File: src/rtl/product_accumulator_pkg.sv
// Shared definitions for the product accumulator: FSM state encoding and default widths.
package product_accumulator_pkg;

    localparam int PROD_W_DEF    = 8;
    localparam int ACC_W_DEF     = 10;
    localparam int NUM_TERMS_DEF = 4;

    typedef enum logic [1:0] {
        IDLE  = 2'd0,
        ACCUM = 2'd1,
        HOLD  = 2'd2
    } state_t;

endpackage

File: src/rtl/product_accumulator_term_counter.sv
// Modulo-NUM_TERMS term counter; last flags the final term of a result.
module term_counter #(
    parameter int NUM_TERMS = 4,
    localparam int CNT_W = $clog2(NUM_TERMS)
) (
    input  logic clk,
    input  logic n_rst,
    input  logic inc,
    input  logic clr,
    output logic last
);

    logic [CNT_W-1:0] cnt;

    assign last = (cnt == CNT_W'(NUM_TERMS - 1));

    always_ff @(posedge clk or negedge n_rst) begin
        if (!n_rst) begin
            cnt <= '0;
        end else if (clr) begin
            cnt <= '0;
        end else if (inc) begin
            cnt <= last ? '0 : cnt + 1'b1;
        end
    end

endmodule

File: src/rtl/product_accumulator.sv
// Sums NUM_TERMS unsigned products per result with carry-based overflow reporting.
// Define ACC_SATURATE_EN to clamp on overflow instead of wrapping modulo 2^ACC_W.
//
// state | meaning
// IDLE  | waiting for the first product of a result
// ACCUM | collecting the remaining products
// HOLD  | result presented, waiting for out_ready
module product_accumulator
    import product_accumulator_pkg::*;
#(
    parameter int PROD_W    = PROD_W_DEF,
    parameter int ACC_W     = ACC_W_DEF,
    parameter int NUM_TERMS = NUM_TERMS_DEF
) (
    input  logic              clk,
    input  logic              n_rst,
    input  logic              clr,
    input  logic              in_valid,
    output logic              in_ready,
    input  logic [PROD_W-1:0] product,
    output logic              out_valid,
    input  logic              out_ready,
    output logic [ACC_W-1:0]  acc_out,
    output logic              ovf
);

    state_t           state;
    logic [ACC_W-1:0] acc;
    logic             ovf_acc;
    logic             accept;
    logic             last;
    logic [ACC_W:0]   sum;
    logic             carry;
    logic [ACC_W-1:0] acc_next;
    logic             ovf_next;

    assign in_ready = (state != HOLD);
    assign accept   = in_valid & in_ready;

    // A new result starts from zero with the overflow history cleared.
    assign sum      = {1'b0, (state == IDLE) ? {ACC_W{1'b0}} : acc}
                    + {{(ACC_W + 1 - PROD_W){1'b0}}, product};
    assign carry    = sum[ACC_W];
    assign ovf_next = ((state == IDLE) ? 1'b0 : ovf_acc) | carry;

`ifdef ACC_SATURATE_EN
    assign acc_next = carry ? {ACC_W{1'b1}} : sum[ACC_W-1:0];
`else
    assign acc_next = sum[ACC_W-1:0];
`endif

    term_counter #(.NUM_TERMS(NUM_TERMS)) u_term_counter (
        .clk   (clk),
        .n_rst (n_rst),
        .inc   (accept & ~clr),
        .clr   (clr),
        .last  (last)
    );

    always_ff @(posedge clk or negedge n_rst) begin
        if (!n_rst) begin
            state     <= IDLE;
            acc       <= '0;
            ovf_acc   <= 1'b0;
            acc_out   <= '0;
            out_valid <= 1'b0;
            ovf       <= 1'b0;
        end else if (clr) begin
            state     <= IDLE;
            acc       <= '0;
            ovf_acc   <= 1'b0;
            out_valid <= 1'b0;
            ovf       <= 1'b0;
        end else begin
            case (state)
                IDLE: begin
                    if (accept) begin
                        state   <= ACCUM;
                        acc     <= acc_next;
                        ovf_acc <= ovf_next;
                    end
                end
                ACCUM: begin
                    if (accept) begin
                        if (last) begin
                            state     <= HOLD;
                            acc_out   <= acc_next;
                            ovf       <= ovf_next;
                            out_valid <= 1'b1;
                        end else begin
                            acc     <= acc_next;
                            ovf_acc <= ovf_next;
                        end
                    end
                end
                HOLD: begin
                    if (out_ready) begin
                        state     <= IDLE;
                        out_valid <= 1'b0;
                        acc       <= '0;
                    end
                end
                default: state <= IDLE;
            endcase
        end
    end

endmodule

File: config.mk
export PLATFORM = sky130hd
export DESIGN_NAME = product_accumulator
export DESIGN_NICKNAME = d
export VERILOG_FILES = /design/src/rtl/product_accumulator_pkg.sv /design/src/rtl/product_accumulator_term_counter.sv /design/src/rtl/product_accumulator.sv
export SDC_FILE = /design/constraint.sdc
export NUM_CORES = 1
export LEC_CHECK = 0
export ABC_AREA = 1
export BUFFER_PORTS_ARGS = -buffer_cell sky130_fd_sc_hd__buf_2
export CAP_MARGIN = 0
export CORE_MARGIN = 2
export CORE_UTILIZATION = 45
export DETAILED_ROUTE_END_ITERATION = 10
export PLACE_DENSITY_LB_ADDON = 0.3
export SYNTH_ARGS = -nofsm -noshare
export SYNTH_HDL_FRONTEND = slang
export SYNTH_HIERARCHICAL = 1
export SYNTH_SLANG_ARGS = --single-unit
File: constraint.sdc
create_clock -name clk -period 3.7 [get_ports clk]
set_input_delay 0.37 -clock clk [delete_from_list [all_inputs] [get_ports clk]]
set_output_delay 0.37 -clock clk [all_outputs]
set_load 0.01 [all_outputs]
## After elaboration in Yosys (flattened, before gate mapping)

Index checks and enable logic that the tools add are counted.

- Register bits: 27
- Input port bits: 13

- Reductions and logical operators: 14
- Equality and inequality tests: 9
- Bitwise gates (word level): 4
- Add/subtract/negate cells: 2
- Mux-type cells: 31

Operators with widths:

| operator | number |
|---|---|
| 10-bit two-way mux | 6 |
| 10-bit case mux with 3 select lines | 1 |
| 2-bit two-way mux | 8 |
| 4-bit AND reduction | 4 |
| 1-bit two-way mux | 13 |
| 3-bit inequality test, second input constant | 4 |
| 10-bit by 8-bit adder with 11-bit output | 1 |
| 2-bit nonzero test | 4 |
| 2-bit case mux with 3 select lines | 1 |
| 3-bit nonzero test | 2 |
| 5-bit AND reduction | 1 |
| 2-bit == test, second input constant | 2 |
| 1-bit case mux with 2 select lines | 2 |
| 4-bit nonzero test | 1 |
| 3-bit by 2-bit inequality test with 1-bit output, second input constant | 1 |
| 3-bit AND reduction | 1 |
| 2-bit by 1-bit adder with 2-bit output, second input constant | 1 |
| 1-bit bitwise AND | 2 |
| 2-bit by 1-bit == test with 1-bit output, second input constant | 1 |
| 2-bit zero test | 1 |
| 2-bit inequality test, second input constant | 1 |
| 1-bit NOT | 1 |
| 1-bit bitwise OR | 1 |

## Longest topological paths before layout

- Depth after elaboration: 8
- Depth in mapped cells: 14
- Mapped depth without buffers: 13

## By module

The synthesis kept the hierarchy.

By module, submodules not included:

| module | cells each | instances | seq. area each (um^2) | area each (um^2) |
|---|---|---|---|---|
| product_accumulator | 234 | 1 | 625.6 | 1696.6 |
| term_counter | 12 | 1 | 50.0 | 101.3 |

## Worst setup path after synthesis

Ideal clock, no wire load.

- Kind: register to register
- Start point: register state[0]
- End point: register ovf
- Arrival: 1.993 ns
- Path buffers: 1
- Stages on the path, launching flop included: 15
- Period minus slack after synthesis: 2.113 ns
- Slack: 1.587 ns
- Data required time: 3.580 ns
- Path through: dfrtp_1 -> inv_1 -> ha_1 -> buf_6 -> nor2_1 -> ha_1 -> fa_1 -> nand3_1 -> nand2_1 -> nand2_1 -> nand2_1 -> nand2_1 -> nand2_1 -> o21ai_0 -> inv_1

- Cells in the longest elaborated chain, start to end: 8
- Elaborated cells on any way between the ends: 15

Ends and longest elaborated chain:

| element | RTL line | RTL |
|---|---|---|
| start, declared | product_accumulator.sv:27 | `state_t state;` |
| start signal, assigned | product_accumulator.sv:62 | `state <= IDLE;` |
| start signal, assigned | product_accumulator.sv:69 | `state <= IDLE;` |
| start signal, assigned | product_accumulator.sv:78 | `state <= ACCUM;` |
| 2-bit zero test | product_accumulator.sv:41, product_accumulator.sv:44 |  |
| 10-bit two-way mux | product_accumulator.sv:41 | `assign sum = {1'b0, (state == IDLE) ? {ACC_W{1'b0}} : acc}` |
| 10-bit by 8-bit adder with 11-bit output | product_accumulator.sv:42 | `+ {{(ACC_W + 1 - PROD_W){1'b0}}, product};` |
| 1-bit bitwise OR | product_accumulator.sv:44 | `assign ovf_next = ((state == IDLE) ? 1'b0 : ovf_acc) \| carry;` |
| 1-bit two-way mux | product_accumulator.sv:85 | `if (last) begin` |
| 1-bit two-way mux | product_accumulator.sv:84 | `if (accept) begin` |
| 1-bit two-way mux | product_accumulator.sv:75 | `case (state)` |
| 1-bit two-way mux | product_accumulator.sv:68 | `end else if (clr) begin` |
| end signal, assigned | product_accumulator.sv:88 | `ovf <= ovf_next;` |
| end, declared | product_accumulator.sv:24 | `output logic ovf` |

Several ways; a longest one is shown, not always the timed one. The select of a mux whose other input is x is not followed.
A chain may end at the register's enable or synchronous reset.

## Worst setup path in the final report

Same ends and word-level chain as after synthesis.

==> impl_metrics.py <==
metrics = {
    "outcome": {
        "status": "completed",
    },
    "setup_path": {
        "worstReg2RegStart": "state[0]",
        "crit_chain": "inv_1 > ha_1 > nor2_1 > ha_1 > fa_1 > nand3_1 > nand2_1 > nand2_1 > nand2_1 > nand2_1 > nand2_1 > o21ai_0 > inv_1",
        "r2r_cells": 13,
        "r2r_end": "ovf",
        "crit_path_start": "state[0]",
        "cp_slowest_stage_delay_ns": 0.51,
        "crit_path_end": "ovf",
        "r2r_slack_ns": 1.11,
        "critPathSlowestCell": "ha_1",
        "cpMostUsedCell": "nand2_1",
        "worstPathRequired_ns": 3.88,
        "cp-start-kind": "register",
        "endpoint_kind": "register",
        "crit_arrival_ns": 2.77,
        "path_class": "register to register",
        "critical_path.max_fanout": 10,
    },
    "timing": {
        "tightest_slew_ns": 0.585,
        "rsz0062_at_grt": "no",
        "clock-skew-final_ns": 0.00602,
        "hold_viol": 0,
        "finalSetupTns_ns": 0,
        "fmax_mhz": 386,
        "post-route-min-period_ns": 2.59,
        "relSlewSlack": 0.610,
        "setup_viol": 0,
        "slew_viol_final": 0,
        "min_period_over_period": 0.701,
    },
    "grt": {
        "grt_pass1_vias": 1488,
        "grt_pass1_wl_mm": 6.36,
        "overflow": 0,
        "grt_max_degree": 28,
        "antenna_found_initial": 0,
        "grt_use_total": 0.190,
    },
    "final_layout": {
        "syn_to_final_growth_pct": 11.3,
        "diodes": 0,
        "final_cell_area_mm2": 0.00200,
        "nNetsFinal": 300,
        "fill_cells": 370,
        "drive_gt1_frac": 0.158,
    },
    "logic_synthesis": {
        "synth_area_mm2": 0.00180,
        "yosysWarnings": 6,
        "synthCells": 246,
        "syn_nets": 273,
        "syn_avg_cell_area_um2": 7.31,
        "async_flop_share": 1.00,
        "synth_ff_type": "dfrtp_1",
        "synth-seq-cells": 27,
        "synth_edf_count": 0,
        "ys_types": 28,
        "ys_seq_area_frac": 0.376,
    },
    "route": {
        "vias": 1514,
        "post-route-drc-count": 0,
        "ant_nets": 0,
        "drtIter0Drc": 61,
        "firstDrtPassIters": 4,
        "routed_wl_mm": 3.59,
        "routed_via_density": 4.73,
        "wl_per_cell_um": 11.2,
    },
    "clock_tree": {
        "cts_max_level": 1,
        "clock_path_buffers": 2,
        "ctsResizeCount": 0,
        "cts_tree": "built",
        "numCtsBuffers": 3,
        "path_clk_slew_ns": 0.09,
        "cts_setup_buffers": 0,
        "clock_latency_ns": 0.28,
        "hold_buffers": 0,
        "cts-root-buf": "clkbuf_8",
        "clock_sinks": 27,
    },
    "flow_run": {
        "drv_cap": 0,
    },
    "placed_design": {
        "place_hpwl_mm": 2.85,
        "routabilityCongestion": 0.829,
        "io_buffers": 25,
        "place_area_mm2": 0.00196,
    },
    "floorplan": {
        "die_w_um": 67.2,
        "start_util": 0.480,
        "die_area_mm2": 0.00452,
        "fp.coreArea_mm2": 0.00374,
        "row_count": 22,
        "die_h_um": 67.2,
        "io_pins": 26,
    },
    "power": {
        "p_per_area_mw_per_mm2": 583,
        "power_w": 0.00117,
        "p_leak_nw": 1.21,
        "ir_drop_v": 0.000341,
    },
    "worst_hold_path": {
        "hp-class": "input pin to asynchronous set/reset pin",
    },
}
## registers in the layout, indices dropped and copies added, names as in the netlist
| register | cells |
|---|---|
| acc_out | 10 |
| acc | 10 |
| out_valid | 1 |
| ovf_acc | 1 |
| u_term_counter/cnt | 2 |
| state | 2 |
| ovf | 1 |
## placed cells by master, fill, tap and decap left out, types with 2 or more instances in the layout
cell      Yosys  routed
a21oi_1       5       5
nand2_1      89      89
nand3_1      16      16
xor2_1        5       5
ha_1         13      13
o21ai_1       3       3
nor2_1       24      24
nor3_1        2       2
nand3_2       3       3
a22oi_1       2       2
o21ai_0       5       5
buf_2         1      25
nand2_2       3       3
inv_1        32      32
nor2_4        2       2
dfrtp_1      27      27
clkbuf_8      0       3
o22ai_1       2       2
## how the worst min path moves through the flow
stage	end	from	cells past startpoint	slack, ns
global placement	u_term_counter/cnt[1]	n_rst	1	0.41
finish	u_term_counter/cnt[1]	n_rst	1	0.08
CTS	u_term_counter/cnt[0]	n_rst	1	0.1
detailed placement	u_term_counter/cnt[0]	n_rst	1	0.41
floorplan	acc[0]	n_rst	0	0.07
global route	acc_out[7]	n_rst	1	0.14
## synthesized netlist by cell type (2+ instances only)
cell type	instances	area share
nand2_1	89	0.19
nor2_1	24	0.050
nor3_1	2	0.0056
o22ai_1	2	0.0070
xor2_1	5	0.024
o21ai_0	5	0.014
a22oi_1	2	0.0083
buf_6	2	0.013
a21oi_1	5	0.014
ha_1	13	0.090
o21ai_1	3	0.0083
nand2_2	3	0.010
nand3_2	3	0.017
inv_1	32	0.067
dfrtp_1	27	0.38
nand3_1	16	0.045
nor2_4	2	0.013
## through the flow
step	util	hold WS [ns]	std cells	setup WS [ns]
final	0.535	0.0781	320	1.11
after global routing	0.535	0.138	320	0.907
after detailed placement	0.522	0.409	316	1.10
after CTS	0.535	0.0989	320	1.10
after global placement	0.522	0.407	316	1.23
after floorplan	-	0.0744	246	1.59
## report_power, final
group          switching (W)  total [W]  internal, W  leakage [nW]
sequential         0.0000268   0.000381     0.000354         0.365
combinational       0.000410   0.000620     0.000210         0.816
clock              0.0000904   0.000166    0.0000757        0.0255
total               0.000528    0.00117     0.000640          1.21
## logic make-up after synthesis
group / synth area share
simple gates: 0.347
compound gates: 0.0564
xor+xnor: 0.0244
flops: 0.376
fa+ha+maj: 0.102
buf+inv: 0.0953
## cell type report
class                      count  area (um2)  share of cell area
sequential                    27         676               0.338
clock inverter                 1        5.00             0.00250
multi-input combinational    181         951               0.475
clock buffer                   3        41.3              0.0206
inverter                      35         144              0.0719
timing repair buffer          25         125              0.0625
tap                           48        60.1              0.0300
## per-layer routing
layer,wire length [um],track usage
met4,84,0.0791
met1,1690,0.234
met2,1700,0.324
met5,0,0
met3,117,0.0400
## worst max-delay path: cells and delay by family, from the launching register on
kind,cells,cell delay [ns]
adders and majority gates,3,1.16
and+or+nand+nor,7,0.62
DFF,1,0.40
AOI/OAI and AO/OA,1,0.15
buffers and inverters,2,0.16
Note: power is estimated with default switching activity, not from simulation.
